===== src/rtl/shift_tx_pkg.sv =====
// rtl/shift_tx_pkg.sv - shared state encoding and direction constants for shift_tx
// Purpose: one place for the FSM state type and the shift-direction encoding
//          used by the top-level control and the shift register.
package shift_tx_pkg;

  typedef enum logic [1:0] {
    IDLE   = 2'd0,
    SEND   = 2'd1,
    FINISH = 2'd2
  } state_t;

  localparam logic DIR_LSB = 1'b0;
  localparam logic DIR_MSB = 1'b1;

endpackage


===== src/rtl/shift_tx_if.sv =====
// rtl/shift_tx_if.sv - word handshake, bit-rate enable and serial line bundle for shift_tx
// Purpose: groups the upstream word handshake, bit-rate enable and line outputs.
// Ports (signals):
//   in_valid/in_ready  word handshake (upstream -> shift_tx)
//   in_data[2**N]      word to serialize
//   in_dir             0 = LSB first, 1 = MSB first
//   in_len[N+1]        bits to send (0 or >2**N means 2**N)
//   bit_tick           one-cycle bit-rate enable
//   ser_out            serial line, idles high
//   frame              high while a word is on the line
//   done               one-cycle pulse after the last bit period
interface shift_tx_if #(
  parameter int N = 3
) ();

  logic                in_valid;
  logic                in_ready;
  logic [(1<<N)-1:0]   in_data;
  logic                in_dir;
  logic [N:0]          in_len;
  logic                bit_tick;
  logic                ser_out;
  logic                frame;
  logic                done;

  modport master (
    output in_valid, in_data, in_dir, in_len, bit_tick,
    input  in_ready, ser_out, frame, done
  );

  modport slave (
    input  in_valid, in_data, in_dir, in_len, bit_tick,
    output in_ready, ser_out, frame, done
  );

endinterface


===== src/rtl/shift_tx_shift_reg_dir.sv =====
// rtl/shift_tx_shift_reg_dir.sv - loadable bidirectional shift register with enable
// Purpose: W-bit register; load has priority over shift; each enable moves the
//          contents one place (right for DIR_LSB, left for DIR_MSB), zero fill.
// Ports:
//   clk, rst_n     clock, asynchronous active-low reset (clears register)
//   i_load         load i_load_data this cycle
//   i_load_data    parallel load value
//   i_en           shift one place this cycle
//   i_dir          shift direction (DIR_LSB / DIR_MSB)
//   o_lsb, o_msb   the two end bits, which are the only taps the serializer needs
module shift_reg_dir
  import shift_tx_pkg::*;
#(
  parameter int W = 8
) (
  input  logic         clk,
  input  logic         rst_n,
  input  logic         i_load,
  input  logic [W-1:0] i_load_data,
  input  logic         i_en,
  input  logic         i_dir,
  output logic         o_lsb,
  output logic         o_msb
);

  logic [W-1:0] r_q;

  always_ff @(posedge clk or negedge rst_n) begin
    if (!rst_n) begin
      r_q <= '0;
    end else if (i_load) begin
      r_q <= i_load_data;
    end else if (i_en) begin
      if (i_dir == DIR_MSB) begin
        r_q <= {r_q[W-2:0], 1'b0};
      end else begin
        r_q <= {1'b0, r_q[W-1:1]};
      end
    end
  end

  assign o_lsb = r_q[0];
  assign o_msb = r_q[W-1];

endmodule


===== src/rtl/shift_tx.sv =====
// rtl/shift_tx.sv - parallel-to-serial transmitter with selectable bit order and length
// Purpose: accepts a 2**N-bit word, then sends in_len bits on ser_out, one bit
//          per bit_tick period, followed by a one-cycle done pulse.
// Ports:
//   clk, rst_n     clock, asynchronous active-low reset
//   tx             shift_tx_if slave modport (handshake, bit_tick, line outputs)
module shift_tx
  import shift_tx_pkg::*;
#(
  parameter int N = 3
) (
  input  logic         clk,
  input  logic         rst_n,
  shift_tx_if.slave    tx
);

  localparam int         W       = 1 << N;
  localparam logic [N:0] LEN_MAX = {1'b1, {N{1'b0}}};
  localparam logic [N:0] LEN_ONE = {{N{1'b0}}, 1'b1};

  state_t     r_state;
  state_t     w_next;
  logic       r_dir;
  logic [N:0] r_cnt;
  logic [N:0] w_len;
  logic       w_accept;
  logic       w_shift;
  logic       w_lsb;
  logic       w_msb;

  // Out-of-range lengths (0 or above the word width) send the full word.
  always_comb begin
    w_len = tx.in_len;
    if (tx.in_len == '0 || tx.in_len > LEN_MAX) begin
      w_len = LEN_MAX;
    end
  end

  shift_reg_dir #(
    .W (W)
  ) u_shift_reg (
    .clk         (clk),
    .rst_n       (rst_n),
    .i_load      (w_accept),
    .i_load_data (tx.in_data),
    .i_en        (w_shift),
    .i_dir       (r_dir),
    .o_lsb       (w_lsb),
    .o_msb       (w_msb)
  );

  always_ff @(posedge clk or negedge rst_n) begin
    if (!rst_n) begin
      r_state <= IDLE;
      r_dir   <= DIR_LSB;
      r_cnt   <= '0;
    end else begin
      r_state <= w_next;
      if (w_accept) begin
        r_dir <= tx.in_dir;
        r_cnt <= w_len;
      end else if (w_shift) begin
        r_cnt <= r_cnt - 1'b1;
      end
    end
  end

  // ser_out depends only on registered state, so the line never glitches
  // with upstream data or direction changes.
  always_comb begin
    w_next      = r_state;
    w_accept    = 1'b0;
    w_shift     = 1'b0;
    tx.in_ready = 1'b0;
    tx.ser_out  = 1'b1;
    tx.frame    = 1'b0;
    tx.done     = 1'b0;
    case (r_state)
      IDLE: begin
        tx.in_ready = 1'b1;
        if (tx.in_valid) begin
          w_accept = 1'b1;
          w_next   = SEND;
        end
      end
      SEND: begin
        tx.frame   = 1'b1;
        tx.ser_out = (r_dir == DIR_MSB) ? w_msb : w_lsb;
        if (tx.bit_tick) begin
          w_shift = 1'b1;
          if (r_cnt == LEN_ONE) begin
            w_next = FINISH;
          end
        end
      end
      FINISH: begin
        tx.done = 1'b1;
        w_next  = IDLE;
      end
      default: begin
        w_next = IDLE;
      end
    endcase
  end

endmodule

===== src/flat_wrapper.sv =====
// flat-port wrapper written by rule: the top's interface ports become plain ports
module shift_tx_flat import shift_tx_pkg::*;
#(
  parameter int N = 3
)
  (clk, rst_n, tx_in_valid, tx_in_data, tx_in_dir, tx_in_len, tx_bit_tick, tx_in_ready, tx_ser_out, tx_frame, tx_done);
  shift_tx_if #(.N(N)) tx_i ();
  input  logic clk;
  input  logic rst_n;
  input wire logic [$bits(tx_i.in_valid)-1:0] tx_in_valid;
  input wire logic [$bits(tx_i.in_data)-1:0] tx_in_data;
  input wire logic [$bits(tx_i.in_dir)-1:0] tx_in_dir;
  input wire logic [$bits(tx_i.in_len)-1:0] tx_in_len;
  input wire logic [$bits(tx_i.bit_tick)-1:0] tx_bit_tick;
  output wire logic [$bits(tx_i.in_ready)-1:0] tx_in_ready;
  output wire logic [$bits(tx_i.ser_out)-1:0] tx_ser_out;
  output wire logic [$bits(tx_i.frame)-1:0] tx_frame;
  output wire logic [$bits(tx_i.done)-1:0] tx_done;
  assign tx_i.in_valid = tx_in_valid;
  assign tx_i.in_data = tx_in_data;
  assign tx_i.in_dir = tx_in_dir;
  assign tx_i.in_len = tx_in_len;
  assign tx_i.bit_tick = tx_bit_tick;
  assign tx_in_ready = tx_i.in_ready;
  assign tx_ser_out = tx_i.ser_out;
  assign tx_frame = tx_i.frame;
  assign tx_done = tx_i.done;
  shift_tx #(.N(N)) u_core (.clk(clk), .rst_n(rst_n), .tx(tx_i));
endmodule

===== config.mk =====
export PLATFORM = sky130hd
export DESIGN_NAME = shift_tx_flat
export DESIGN_NICKNAME = d
export VERILOG_FILES = /design/src/rtl/shift_tx_pkg.sv /design/src/rtl/shift_tx_if.sv /design/src/rtl/shift_tx_shift_reg_dir.sv /design/src/rtl/shift_tx.sv /design/src/flat_wrapper.sv
export SDC_FILE = /design/constraint.sdc
export NUM_CORES = 1
export LEC_CHECK = 0
export CELL_PAD_IN_SITES_DETAIL_PLACEMENT = 0
export CELL_PAD_IN_SITES_GLOBAL_PLACEMENT = 2
export CORE_ASPECT_RATIO = 1.1
export CORE_MARGIN = 2
export CORE_UTILIZATION = 27
export CTS_CLUSTER_DIAMETER = 100
export DETAILED_ROUTE_END_ITERATION = 6
export PLACE_DENSITY_LB_ADDON = 0.1
export SYNTH_ARGS = -nofsm -noshare
export SYNTH_HDL_FRONTEND = slang
export SYNTH_SLANG_ARGS = --single-unit

===== constraint.sdc =====
create_clock -name clk -period 1.5 [get_ports clk]
set_input_delay 0.3 -clock clk [delete_from_list [all_inputs] [get_ports clk]]
set_output_delay 0.3 -clock clk [all_outputs]
set_load 0.01 [all_outputs]

Word level (Yosys, flattened, before mapping):

Index checks and enable logic that the tools add are counted.
W data, S select, Z words.

* flip-flop bits (word level): 15
* output and inout bits: 4
* word-level logic and storage cells: 36

* magnitude comparators: 1
* equal/unequal tests: 6
* $add $sub $neg: 1
* mux-type cells: 19
* reduce and logical (&&, ||, !) cells: 5

Operators with widths (count)
* $mux W8: 3
* $mux W4: 3
* $mux W1: 9
* $mux W2: 3
* $eq A4 B1 Y1 const B: 1
* $gt A4 B4 Y1 const B: 1
* $logic_not A4 Y1: 1
* $ne A2 B2 Y1 const B: 2
* $pmux W2 S2: 1
* $sub A4 B1 Y4 const B: 1
* $reduce_and A3 Y1: 1
* $eq A2 B1 Y1 const B: 1
* $eq A2 B2 Y1 const B: 1
* $logic_not A2 Y1: 1
* $ne A2 B1 Y1 const B: 1
* $reduce_bool A2 Y1: 1
* $logic_or A1 B1 Y1: 1

Logic depth before layout (Yosys ltp):

Gate-level depths: netlist of the first run.

* word-level depth: 4
* depth in mapped cells: 5

Modules after synthesis:

A second synthesis of the first run with hierarchy kept.

* cells, all modules: 86
* area, all modules: 910.9 sq um

Modules (own cells, without submodules)
* shift_reg_dir: seq. area each 200.2 sq um, cells an instance 45, area an instance 503.0 sq um, instances 1
* shift_tx: seq. area each 175.2 sq um, cells an instance 41, area an instance 407.9 sq um, instances 1

Worst setup path after synthesis of the first run:

OpenSTA, ideal clock, no wires.

* kind: register -> register
* from: register u_core.r_state[0]
* to: register u_core.r_cnt[3]
* path buffers: 2
* cell stages (with the launch flop): 6
* arrival time: 1269 ps
* path slack: 136 ps
* library setup time: 96 ps
* path through: dfrtp_1 > buf_6 > mux2i_2 > or2_0 > buf_6 > o32ai_2

* cells in the longest elaborated chain, start to end: 3
* elaborated cells between the ends (all ways): 6
* classes of those cells: 1 x eq/ne; 3 x mux; 2 x reduce/logical

RTL lines
* start, declared: line shift_tx.sv:21 `state_t r_state;`
* start signal, assigned: line shift_tx.sv:58 `r_state <= w_next;`
* $eq A2 B1 Y1 or $logic_not A2 Y1 (tied branches): line shift_tx.sv:78 `case (r_state)`
* $mux W1: line shift_tx.sv:78
* $reduce_bool A2 Y1 (no source line) or $mux W4 (tied branches)
* end signal, assigned: line shift_tx.sv:61 `r_cnt <= w_len;`
* end signal, assigned: line shift_tx.sv:63 `r_cnt <= r_cnt - 1'b1;`
* end, declared: line shift_tx.sv:24 `logic [N:0] r_cnt;`

Parallel ways exist; a longest one is shown, timed or not.
A chain may end at the register's enable or synchronous reset.

Worst setup path in the final report of the first run:

* from: register u_core.r_state[1]
* to: register u_core.r_cnt[3]

Same word-level chain as after synthesis.

==> run_results.csv, run 1 <==
group,metric,value,unit
finish,drive_gt1_share,30.99,%
timing,timing.fmax,0.6594,GHz
timing,hold_viol,0,
synth,synth_adder_area_share,2.558,%
synth,yosys.area_share.simple,25.19,%
hold_path,hold_class,"in2async",
timing,relSlewSlack,79.68,%
die,die_y,67.14,µm
run,max-cap-violations,0,
grt,grt_pass1_wl,4.105,mm
synth,syn_area_per_cell,9.499,µm²
synth,synth-edff-count,0,
die,num_rows,22,
route,viasPerCell,4.742,
timing,fin_crit_sh,101.1,%
synth,synthArstFlopShare,100.0,%
timing,skew,5.928,ps
synth,synthCells,103,
clocking,h-tree-depth,1,
clocking,cts_buffer_depth,2,
finish,fillCellCount,380,
outcome,run_status,"complete, but fails checks",
synth,synth_xor_area_share,1.790,%
timing,tightest_slew,301.7,ps
die,core_region_area,3413,µm²
route,ant_nets,0,
synth,synth.ff_latch_count,15,
timing,layout_setup_ws,-16.59,ps
finish,num_antenna_cells,0,
route,vias,901,
die,die_w,61.40,µm
synth,synth.largest_area_cell,"dfrtp_1",
worst_setup_path,cp.required,1670,ps
route,wl,2.730,mm
placement,placed_area,1326,µm²
synth,yosys.cell_count.top_type,"dfrtp_1",
synth,synth_mux_area_share,3.453,%
timing,drv_slew,0,
synth,ys_warn_count,0,
worst_setup_path,crit_fanout,4,
timing,rsz0062_at_grt,"true",
die,initial_core_util,28.67,%
outcome,violations,"setup timing",
placement,place.gp.congestion,0.7620,
clocking,cts_made_buffers,3,
power,power-per-cell-area,1667,nW/µm²
timing,setup_violations,1,
grt,grt_max_degree,16,
clocking,clk_latency,280,ps
placement,io_buffers,20,
placement,dp_hpwl,1.902,mm
synth,yosysSeqAreaShare,38.36,%
worst_setup_path,critical_path_arrival,1690,ps
finish,final_net_count,162,
synth,synth-compound-area-share,22.63,%
synth,synth_top_family_by_area,"simple AND/OR/NAND/NOR gates",
route,wire_per_inst,14.37,µm
clocking,cts_root_buf,"clkbuf_4",
synth,synth_commonest_cells,"dfrtp_1, nor2_1, nor2b_1, o21ai_0",
grt,grt_pass1_vias,835,
finish,stdcell_area,1466,µm²
grt,track_usage,13.97,%
power,vdd_drop_max,594.3,µV
worst_setup_path,worstSetupPathType,"reg2reg",
power,p_leak,0.6196,nW
route,firstDrtPassIters,4,
synth,ys_top_cells_by_area,"dfrtp_1, o31ai_2, nor2b_1",
route,drc,0,
clocking,cts_tree,"built",
route,drt_iter0_drc,20,
timing,min_period,1517,ps
clocking,clock_sinks,15,
synth,syn-cell-area,978.4,µm²
worst_setup_path,cp-end-kind,"register",
power,p_total,2.445,mW
grt,overflow,0,
grt,antenna_found_initial,0,
die,io_pins,21,
worst_setup_path,critPathLaunchType,"register",
clocking,clk_pin_slew,100,ps
synth,synth.net_count,122,
synth,synth_top_area_share,38.36,%
finish,syn_to_final_growth,49.87,%
synth,ys_types,34,
die,die_area,4122,µm²
synth,yosys_most_used_dff,"dfrtp_1",
## final cells by class
| cell class | count | area [µm²] | share of cell area [%] |
|---|---|---|---|
| well taps | 48 | 60.06 | 4.096 |
| clock buffers | 4 | 26.28 | 1.792 |
| multi-input cells | 77 | 584.3 | 39.85 |
| repair buffers | 43 | 409.1 | 27.90 |
| inverters | 3 | 11.26 | 0.7679 |
| flip-flops and latches | 15 | 375.4 | 25.60 |
## sequential cells by signal, indices dropped and copies added, names as in the netlist
name                    flops
u_core.r_cnt                4
u_core.r_dir                1
u_core.r_state              2
u_core.u_shift_reg.r_q      8
## through the flow
| stage | hold WS [ps] | instances | setup slack (ps) | TNS (ps) | utilization (%) |
|---|---|---|---|---|---|
| finish | 332.4 | 190 | -16.59 | -16.59 | 42.96 |
| global route | 333.3 | 190 | -54.00 | -135.0 | 42.96 |
| CTS | 328.9 | 186 | 4.051 | 0 | 39.99 |
| detailed placement | 540.2 | 181 | -279.7 | -2803 | 38.86 |
| global placement | 530.1 | 181 | -271.6 | -2691 | 38.86 |
| floorplan | 4.409 | 103 | 135.6 | 0 | - |
## per-layer routing
metal | wire length [µm] | track usage, % | vias up
met4 | 23 | 5.585 | 0
li1 | - | - | 452
met1 | 1111 | 18.51 | 431
met2 | 1501 | 22.87 | 16
met3 | 94 | 1.724 | 2
met5 | 0 | 0 | -
## final timing paths
kind | start | slack, ps | to | cells past startpoint
min | rst_n | 330 | u_core.r_state[1] | 2
max | u_core.r_state[1] | -20 | u_core.r_cnt[3] | 4
min in group clk | tx_in_dir | 550 | u_core.r_dir | 3
min reg2reg | u_core.r_cnt[3] | 550 | u_core.r_cnt[3] | 2
max in group asynchronous | rst_n | 980 | u_core.r_cnt[1] | 2
max reg2reg | u_core.r_state[1] | -20 | u_core.r_cnt[3] | 4
## cell families (layout without fill, tap and decap cells)
kind of cell,after synthesis,count (layout)
flip-flops,15,15
AO/OA/AOI/OAI,28,28
XOR/XNOR,2,2
adder cells (fa/ha/maj),2,2
multiplexers,3,3
buffers and inverters,11,50
AND/OR/NAND/NOR,42,42
## placed cells by master (no fill, tap or decap), types with 2 or more instances in the layout
cell type / instances
ha_1: 2
nor2b_1: 8
o21ai_1: 3
nand2_1: 7
dfrtp_1: 15
nand3b_1: 3
inv_1: 3
a211oi_2: 2
clkbuf_4: 3
o21ai_0: 7
mux2i_1: 2
nor3_1: 2
nor2_1: 8
clkdlybuf4s50_1: 16
o31ai_2: 5
clkbuf_2: 2
a211oi_1: 5
buf_4: 14
nand4bb_1: 2
buf_6: 7
nand2b_1: 2
## repair_timing
item | in CTS | in global routing
pin swaps | 0 | 3
resized for setup | 13 | 21
setup buffers | 1 | 2
gates cloned | 0 | 2
setup endpoints to repair | 4 | 13
hold buffers | 0 | 0
## worst max-delay path, cell delays in order, from the launching register on
cell,delay [ps]
dfrtp_1,430
buf_6,140
or3b_4,420
nor3_1,280
o32ai_2,130
## report_power, final
group | switching [mW] | internal [mW] | total, mW
sequential | 0.150 | 0.587 | 0.737
combinational | 0.680 | 0.789 | 1.47
clock | 0.135 | 0.103 | 0.238
No activity file was read; power rests on OpenSTA's default activity.
==> run 2, diff against run 1 <==
Settings changed: MAX_ROUTING_LAYER set to met4, SLEW_MARGIN set to 25.
==> run_results.csv, run 2 (same netlist as run 1, synthesis figures left out) <==
group,metric,value,unit
outcome,run_status,"complete, but fails checks",
outcome,violations,"setup timing",
worst_setup_path,crit_fanout,4,
worst_setup_path,worstSetupPathType,"reg2reg",
clocking,cts_root_buf,"clkbuf_4",
grt,grt_pass1_vias,836,
timing,hold_viol,0,
clocking,clk_latency,280,ps
timing,timing.fmax,0.6594,GHz
die,die_w,61.40,µm
timing,layout_setup_ws,-16.50,ps
die,die_area,4122,µm²
finish,final_net_count,162,
clocking,hold_buffers,0,
power,power-per-cell-area,1668,nW/µm²
route,wl,2.739,mm
finish,top_regs,"u_core.u_shift_reg.r_q x8, u_core.r_cnt x4, u_core.r_state x2",
clocking,cts_buffer_depth,2,
route,vias,905,
finish,largest-register,"u_core.u_shift_reg.r_q",
die,core_region_area,3413,µm²
worst_setup_path,critPathLaunchType,"register",
placement,placed_area,1326,µm²
finish,drive_gt1_share,30.99,%
timing,relSlewSlack,78.94,%
timing,final.setup.tns,-16.50,ps
route,ant_nets,0,
clocking,cts_tree,"built",
worst_setup_path,cp.required,1670,ps
run,max-cap-violations,0,
finish,final_cell_mix,"clkdlybuf4s50_1, dfrtp_1, buf_4",
die,die_y,67.14,µm
power,vdd_drop_max,593.6,µV
route,wire_per_inst,14.42,µm
finish,multi_input_area,584.3,µm²
placement,place.gp.congestion,0.7720,
route,drt_iter0_drc,17,
finish,largest_reg_flops,8,
timing,tightest_slew,312.6,ps
clocking,cts_made_buffers,3,
timing,skew,4.744,ps
timing,rsz0062_at_grt,"true",
finish,syn_to_final_growth,49.87,%
grt,track_usage,14.36,%
clocking,clk_pin_slew,100,ps
clocking,clock_sinks,15,
placement,place_inst,181,
hold_path,hold_class,"in2async",
timing,min_period,1516,ps
finish,instances_no_fill,190,
grt,grt_max_degree,16,
worst_setup_path,critical_path_arrival,1680,ps
route,drc,0,
grt,overflow,0,
timing,holdWs,332.9,ps
finish,seq_area,375.4,µm²
placement,dp_slack,-279.7,ps
finish,num_antenna_cells,0,
power,p_total,2.445,mW
timing,fin_crit_sh,101.1,%
route,viasPerCell,4.763,
die,io_pins,21,
die,num_rows,22,
finish,stdcell_area,1466,µm²
placement,dp_hpwl,1.902,mm
finish,fillCellCount,380,
grt,antenna_found_initial,0,
die,initial_core_util,28.67,%
timing,setup_violations,1,
worst_setup_path,cp-end-kind,"register",
finish,finalCoreUtilization,42.96,%
timing,drv_slew,0,
finish,mostFrequentLayoutCell,"clkdlybuf4s50_1",
grt,grt_pass1_wl,4.098,mm
clocking,h-tree-depth,1,
route,firstDrtPassIters,4,
placement,io_buffers,20,
power,p_leak,0.6196,nW
run 2: cell counts in the layout (fill, tap and decap cells not counted):
No cell type changed its count.
run 2: critical path, cell delays in order (launching register included):
cell and delay [ps]:
dfrtp_1 430, buf_6 140, or3b_4 420, nor3_1 280, o32ai_2 130
run 2: timing repair:
action / CTS / global route
pin swaps: 0 / 3
setup buffers: 1 / 2
cloned: 0 / 2
gates resized for setup: 13 / 21
endpoints found under the setup margin: 4 / 13
run 2: power breakdown:
part / internal (mW) / leakage, nW / switching (mW) / total, mW
Combinational: 0.789 / 0.418 / 0.681 / 1.47
Sequential: 0.587 / 0.187 / 0.152 / 0.739
Clock: 0.103 / 0.0150 / 0.133 / 0.236
Total: 1.48 / 0.620 / 0.966 / 2.45
run 2: cell type report:
type,count,share of cell area [%]
Sequential cell,15,25.60
Multi-Input combinational cell,77,39.85
Inverter,3,0.7679
Tap cell,48,4.096
Timing Repair Buffer,43,27.90
Clock buffer,4,1.792
run 2: final timing paths:
kind	from	cells past startpoint	end	slack [ps]
worst max-delay path	u_core.r_state[1]	4	u_core.r_cnt[3]	-20
worst min-delay path	rst_n	2	u_core.r_state[1]	330
worst max register to register	u_core.r_state[1]	4	u_core.r_cnt[3]	-20
worst min register to register	u_core.r_cnt[3]	2	u_core.r_cnt[3]	550
max in group asynchronous	rst_n	2	u_core.r_cnt[1]	980
min in group clk	tx_in_dir	3	u_core.r_dir	550
run 2: layer usage:
layer	vias to the layer above	wire [µm]	track usage, %
met1	433	1144	18.51
met5	-	0	-
met3	2	111	1.724
met2	19	1460	22.87
met4	0	23	5.585
li1	451	-	-
